### src/rtl/fm_modulate_if.sv
// FM modulator streaming bus: FWFT audio input FIFO pop side, real/imag output FIFO push sides.
// Latency: none, signal bundle only.
// Backpressure: in_empty gates pops; real_full/imag_full gate the paired pushes.
interface fm_modulate_if #(
  parameter int DATA_SIZE = 32
);
  logic                 in_rd_en;
  logic                 in_empty;
  logic [DATA_SIZE-1:0] in_din;
  logic [DATA_SIZE-1:0] real_out;
  logic                 real_wr_en;
  logic                 real_full;
  logic [DATA_SIZE-1:0] imag_out;
  logic                 imag_wr_en;
  logic                 imag_full;

  // Modulator side
  modport master (
    output in_rd_en,
    input  in_empty,
    input  in_din,
    output real_out,
    output real_wr_en,
    input  real_full,
    output imag_out,
    output imag_wr_en,
    input  imag_full
  );

  // FIFO / environment side
  modport slave (
    input  in_rd_en,
    output in_empty,
    output in_din,
    input  real_out,
    input  real_wr_en,
    output real_full,
    input  imag_out,
    input  imag_wr_en,
    output imag_full
  );
endinterface

### src/rtl/fm_modulate.sv
// FM modulator: phase += dequant(sample*gain), wrap to [-pi,pi), CORDIC cos/sin -> Q10 I/Q pair.
// Latency: 18+k cycles from in_rd_en to the write pair (k = wrap corrections); one sample per 19 cycles peak.
// Backpressure: holds in WRITE with both write enables low while either output FIFO is full.
module fm_modulate #(
  parameter int DATA_SIZE   = 32,
  parameter int BITS        = 10,
  parameter int MOD_GAIN    = 32'h00000567,
  parameter int CORDIC_ITER = 14
) (
  input  logic          clock,
  input  logic          reset,
  fm_modulate_if.master bus
);

  typedef enum logic [2:0] {IDLE, SCALE, WRAP, PREROT, CORDIC, WRITE} state_t;

  localparam logic signed [DATA_SIZE-1:0] GAIN          = DATA_SIZE'(MOD_GAIN);
  localparam logic signed [DATA_SIZE-1:0] PI_Q          = DATA_SIZE'(3217);
  localparam logic signed [DATA_SIZE-1:0] NEG_PI_Q      = -PI_Q;
  localparam logic signed [DATA_SIZE-1:0] TWO_PI_Q      = DATA_SIZE'(6434);
  localparam logic signed [DATA_SIZE-1:0] HALF_PI_Q     = DATA_SIZE'(1608);
  localparam logic signed [DATA_SIZE-1:0] NEG_HALF_PI_Q = -HALF_PI_Q;
  localparam logic signed [DATA_SIZE-1:0] CORDIC_K      = DATA_SIZE'(9949);
  localparam logic [3:0]                  LAST_ITER     = 4'(CORDIC_ITER - 1);

  // round(atan(2^-i) * 2^14)
  localparam int ATAN_LUT [16] = '{12868, 7596, 4014, 2037, 1023, 512, 256, 128,
                                   64, 32, 16, 8, 4, 2, 1, 0};

  state_t state, next_state;

  logic signed [DATA_SIZE-1:0] din_q;
  logic signed [DATA_SIZE-1:0] phase;
  logic signed [DATA_SIZE-1:0] x, y, z;
  logic                        neg;
  logic [3:0]                  iter;
  logic signed [DATA_SIZE-1:0] real_q, imag_q;

  logic                        rd_en, wr_en;
  logic signed [DATA_SIZE-1:0] prod_lo, delta;
  logic                        wrap_hi, wrap_lo;
  logic signed [DATA_SIZE-1:0] angle;
  logic                        pre_neg;
  logic signed [DATA_SIZE-1:0] atan_i, x_nx, y_nx, z_nx, re_fin, im_fin;
  logic                        last_iter;

  // Only the low DATA_SIZE bits of the product are kept, so a same-width multiply suffices.
  assign prod_lo = din_q * GAIN;
  // Dequantise rounding toward zero: negative values are shifted as magnitudes.
  assign delta   = prod_lo[DATA_SIZE-1] ? -((-prod_lo) >>> BITS) : (prod_lo >>> BITS);

  assign wrap_hi = (phase >= PI_Q);
  assign wrap_lo = (phase < NEG_PI_Q);

  // Fold the phase into [-pi/2, pi/2] for CORDIC convergence; the half-turn is restored by negation.
  always_comb begin
    angle   = phase;
    pre_neg = 1'b0;
    if (phase > HALF_PI_Q) begin
      angle   = phase - PI_Q;
      pre_neg = 1'b1;
    end else if (phase < NEG_HALF_PI_Q) begin
      angle   = phase + PI_Q;
      pre_neg = 1'b1;
    end
  end

  // One rotation-mode CORDIC step; direction follows the sign of the residual angle.
  always_comb begin
    atan_i = DATA_SIZE'(ATAN_LUT[iter]);
    if (!z[DATA_SIZE-1]) begin
      x_nx = x - (y >>> iter);
      y_nx = y + (x >>> iter);
      z_nx = z - atan_i;
    end else begin
      x_nx = x + (y >>> iter);
      y_nx = y - (x >>> iter);
      z_nx = z + atan_i;
    end
    re_fin = neg ? -(x_nx >>> 4) : (x_nx >>> 4);
    im_fin = neg ? -(y_nx >>> 4) : (y_nx >>> 4);
  end

  assign last_iter = (iter == LAST_ITER);

  // FSM state register
  always_ff @(posedge clock or negedge reset) begin
    if (!reset) state <= IDLE;
    else        state <= next_state;
  end

  // FSM next state and handshake strobes
  always_comb begin
    next_state = state;
    rd_en      = 1'b0;
    wr_en      = 1'b0;
    case (state)
      IDLE: begin
        if (!bus.in_empty) begin
          rd_en      = 1'b1;
          next_state = SCALE;
        end
      end
      SCALE:  next_state = WRAP;
      WRAP:   if (!wrap_hi && !wrap_lo) next_state = PREROT;
      PREROT: next_state = CORDIC;
      CORDIC: if (last_iter) next_state = WRITE;
      WRITE: begin
        if (!bus.real_full && !bus.imag_full) begin
          wr_en      = 1'b1;
          next_state = IDLE;
        end
      end
      default: next_state = IDLE;
    endcase
  end

  // Datapath registers, advanced according to the current state
  always_ff @(posedge clock or negedge reset) begin
    if (!reset) begin
      din_q  <= '0;
      phase  <= '0;
      x      <= '0;
      y      <= '0;
      z      <= '0;
      neg    <= 1'b0;
      iter   <= '0;
      real_q <= '0;
      imag_q <= '0;
    end else begin
      case (state)
        IDLE:   if (!bus.in_empty) din_q <= $signed(bus.in_din);
        SCALE:  phase <= phase + delta;
        WRAP: begin
          if (wrap_hi)      phase <= phase - TWO_PI_Q;
          else if (wrap_lo) phase <= phase + TWO_PI_Q;
        end
        PREROT: begin
          x    <= CORDIC_K;
          y    <= '0;
          z    <= angle <<< 4;
          neg  <= pre_neg;
          iter <= '0;
        end
        CORDIC: begin
          x    <= x_nx;
          y    <= y_nx;
          z    <= z_nx;
          iter <= iter + 4'd1;
          if (last_iter) begin
            real_q <= re_fin;
            imag_q <= im_fin;
          end
        end
        default: ;
      endcase
    end
  end

  // The pop strobe is decoded from IDLE, which is also the reset state, so it is
  // masked by reset to keep the input FIFO untouched while reset is held.
  assign bus.in_rd_en   = rd_en & reset;
  assign bus.real_wr_en = wr_en;
  assign bus.imag_wr_en = wr_en;
  assign bus.real_out   = real_q;
  assign bus.imag_out   = imag_q;

endmodule

### src/flat_wrapper.sv
// flat-port wrapper written by rule: the top's interface ports become plain ports
module fm_modulate_flat 
#(
  parameter int DATA_SIZE   = 32,
  parameter int BITS        = 10,
  parameter int MOD_GAIN    = 32'h00000567,
  parameter int CORDIC_ITER = 14
)
  (clock, reset, bus_in_rd_en, bus_in_empty, bus_in_din, bus_real_out, bus_real_wr_en, bus_real_full, bus_imag_out, bus_imag_wr_en, bus_imag_full);
  fm_modulate_if #(.DATA_SIZE(DATA_SIZE)) bus_i ();
  input  logic clock;
  input  logic reset;
  output wire logic [$bits(bus_i.in_rd_en)-1:0] bus_in_rd_en;
  input wire logic [$bits(bus_i.in_empty)-1:0] bus_in_empty;
  input wire logic [$bits(bus_i.in_din)-1:0] bus_in_din;
  output wire logic [$bits(bus_i.real_out)-1:0] bus_real_out;
  output wire logic [$bits(bus_i.real_wr_en)-1:0] bus_real_wr_en;
  input wire logic [$bits(bus_i.real_full)-1:0] bus_real_full;
  output wire logic [$bits(bus_i.imag_out)-1:0] bus_imag_out;
  output wire logic [$bits(bus_i.imag_wr_en)-1:0] bus_imag_wr_en;
  input wire logic [$bits(bus_i.imag_full)-1:0] bus_imag_full;
  assign bus_in_rd_en = bus_i.in_rd_en;
  assign bus_i.in_empty = bus_in_empty;
  assign bus_i.in_din = bus_in_din;
  assign bus_real_out = bus_i.real_out;
  assign bus_real_wr_en = bus_i.real_wr_en;
  assign bus_i.real_full = bus_real_full;
  assign bus_imag_out = bus_i.imag_out;
  assign bus_imag_wr_en = bus_i.imag_wr_en;
  assign bus_i.imag_full = bus_imag_full;
  fm_modulate #(.DATA_SIZE(DATA_SIZE), .BITS(BITS), .MOD_GAIN(MOD_GAIN), .CORDIC_ITER(CORDIC_ITER)) u_core (.clock(clock), .reset(reset), .bus(bus_i));
endmodule
### config.mk
export PLATFORM = sky130hd
export DESIGN_NAME = fm_modulate_flat
export DESIGN_NICKNAME = d
export VERILOG_FILES = /design/src/rtl/fm_modulate_if.sv /design/src/rtl/fm_modulate.sv /design/src/flat_wrapper.sv
export SDC_FILE = /design/constraint.sdc
export NUM_CORES = 2
export LEC_CHECK = 0
export BUFFER_PORTS_ARGS = -buffer_cell sky130_fd_sc_hd__buf_4
export CAP_MARGIN = 20
export CORE_AREA = 10 10 308 310
export DETAILED_ROUTE_END_ITERATION = 7
export DIE_AREA = 0 0 318 320
export PLACE_DENSITY = 0.61
export SLEW_MARGIN = 20
export SYNTH_ARGS = -nofsm -noshare
export SYNTH_HDL_FRONTEND = slang
export SYNTH_SLANG_ARGS = --single-unit
### constraint.sdc
create_clock -name clock -period 28.5 [get_ports clock]
set_clock_uncertainty 0.15 [all_clocks]
set_input_delay 7.125 -clock clock [delete_from_list [all_inputs] [get_ports clock]]
set_output_delay 7.125 -clock clock [all_outputs]
set_load 0.03 [all_outputs]
==> flow_summary.yaml <==
placed_design:
  portBuffers: 103
  gp_congestion: 0.878
  dp_hpwl_mm: 63.9
logic_synthesis:
  synthArstFlopShare_pct: 100
  synth_edf_count: 0
  yosysUniqueCellTypes: 103
  ys_ff_latch: 232
  synth_top_cell_by_area: "dfrtp_1"
  synth_top_flop_cell: "dfrtp_1"
  syn_avg_cell_area_um2: 8.60
  syn_nets: 4026
  synth_common_cells: "nand2_1, ha_1, a21oi_1"
  yosysMostFrequentCell: "nand2_1"
  ys_seq_area_share_pct: 18.9
  synth_top_area_share_pct: 18.9
  synthTopCellsByArea: "dfrtp_1, ha_1, fa_1"
  synthCells: 3580
  yosys_warnings: 0
  syn_area_mm2: 0.0308
cts:
  cts_sinks: 232
  ctsHoldBuffers: 0
  cts_setup_buffers: 0
  cts.htree.levels: 1
  cts-resized-gates: 0
  cts-root-buf: "clkbuf_16"
  clock_path_buffers: 3
  cts_tree: "built"
  numCtsBuffers: 30
  clk_latency_ns: 0.64
  clk_pin_slew_ns: 0.06
timing:
  layout_worst_path_cycle_share_pct: 53.6
  period_needed_ns: 15.26
  rsz0062_at_grt: "false"
  slew_headroom_pct: 27.5
  finalHoldViolations: 0
  report.final.setup_viol: 0
  drv_slew: 0
  worstMarginPinSlew_ns: 1.09
  fmax_ghz: 0.0655
  tns_ns: 0
die:
  fp.dieArea_mm2: 0.102
  row_count: 109
  die_y_um: 320
  die_width_um: 318
  io_pins: 104
  start_util_pct: 34.9
  core-area_mm2: 0.0882
cells_and_area:
  final_nets: 4026
  antenna_cells: 0
  fill_cells: 8981
  fin_util_pct: 38.1
  area_growth_pct: 9.31
  drive_gt1_share_pct: 11.1
detailed_routing:
  drt_iter0_drc: 1851
  wl_per_cell_um: 17.5
  firstDrtPassIters: 5
  drc: 0
  ant_nets: 0
  num_vias: 26600
  vias_per_cell: 5.58
  routed_wl_mm: 83.2
worst_hold_path:
  worstHoldStart: "u_core.bus.real_out[6]"
  min_path_type: "flop to flop"
global_route:
  grt_max_degree: 111
  grt_usage_pct: 16.0
  antenna_found_initial: 0
  grt.overflow.total: 0
  grt_pass1_wl_mm: 139
  grt_pass1_vias: 26300
setup_path:
  regToRegStartpoint: "u_core.din_q[5]"
  cp.arrival_ns: 7.99
  setup.worst_path.class: "input pin to primary output"
  start_kind: "input pin"
  worstPathRequired_ns: 21.23
  crit_path_end_kind: "primary output"
  critical_path.startpoint: "reset"
  cp_max_fo: 69
run:
  drv_cap: 0
status:
  outcome: "complete, no violations"
==> sequential cells by signal (all words and copies together), names as in the netlist <==
signal and cells:
u_core.bus.imag_out 32, u_core.bus.real_out 32, u_core.din_q 32, u_core.phase 32
u_core.x 32, u_core.y 32, u_core.z 32, u_core.iter 4
u_core.state 3, u_core.neg 1
==> metal layers <==
layer / global-route usage (%) / vias up / wire (um)
met4: 4.15 / 0 / 2060
met2: 27.6 / 619 / 39800
met3: 1.61 / 114 / 3680
met1: 21.1 / 12900 / 37700
li1: - / 13000 / -
met5: 0 / - / 0
==> cells by family (layout without fill, tap and decap cells) <==
logic type | after synthesis | count (layout) | synth area share (%)
adder cells (fa/ha/maj) | 409 | 409 | 19.7
XOR/XNOR | 331 | 331 | 9.47
multiplexers | 167 | 167 | 8.99
buffers and inverters | 421 | 445 | 5.39
flip-flops | 232 | 232 | 18.9
AO/OA/AOI/OAI | 1011 | 1011 | 21.3
AND/OR/NAND/NOR | 1009 | 1009 | 16.3
==> metrics by stage <==
stage	cell area (um2)	setup slack (ns)	instances	hold slack, ns
2_1_floorplan	30800	13.13	3580	0.306
3_3_place_gp	32600	13.20	4713	0.310
3_5_place_dp	32600	13.19	4713	0.312
4_1_cts	33600	13.19	4769	0.326
5_1_grt	33600	13.12	4769	0.354
6_report	33600	13.24	4769	0.326
==> final cells by class <==
class / count / area [um2] / area share [%]
tap: 1165 / 1460 / 4.33
multi-input combinational: 2927 / 23300 / 69.4
inverter: 252 / 946 / 2.81
timing repair buffer: 137 / 1050 / 3.12
clock inverter: 13 / 154 / 0.458
sequential: 232 / 5810 / 17.3
clock buffer: 43 / 870 / 2.59
==> final timing paths <==
check | to | slack [ns] | cells past startpoint
hold / removal | u_core.bus.real_out[6] | 0.33 | 2
hold reg to reg | u_core.bus.real_out[6] | 0.33 | 2
min in group asynchronous | u_core.bus.imag_out[24] | 6.26 | 1
setup reg to reg | u_core.phase[30] | 18.47 | 37
max in group asynchronous | u_core.phase[8] | 20.69 | 2
setup / recovery | bus_in_rd_en | 13.24 | 3
==> critical path, stage by stage <==
cell and delay [ns]:
buf_8 0.38, and2_1 0.21, buf_4 0.16
==> layout by cell type, fill, tap and decap left out, drive strengths merged, types with 28 or more instances in the layout <==
cell,n
xor2,145
a22o,33
inv,253
ha,284
nand2,315
nand3,69
and2,32
a211oi,35
o21ai,268
nor2,241
a21oi,263
clkbuf,43
buf,137
a31oi,44
fa,125
mux4,82
nor2b,30
dfrtp,232
a21o,81
and3,28
mux2i,30
mux2,55
nor3,72
nand4,30
xnor2,186
o21a,40
nand2b,38
Power is not shown: default switching activity piles up to over one toggle a cycle in this logic, so the estimate is an artifact.
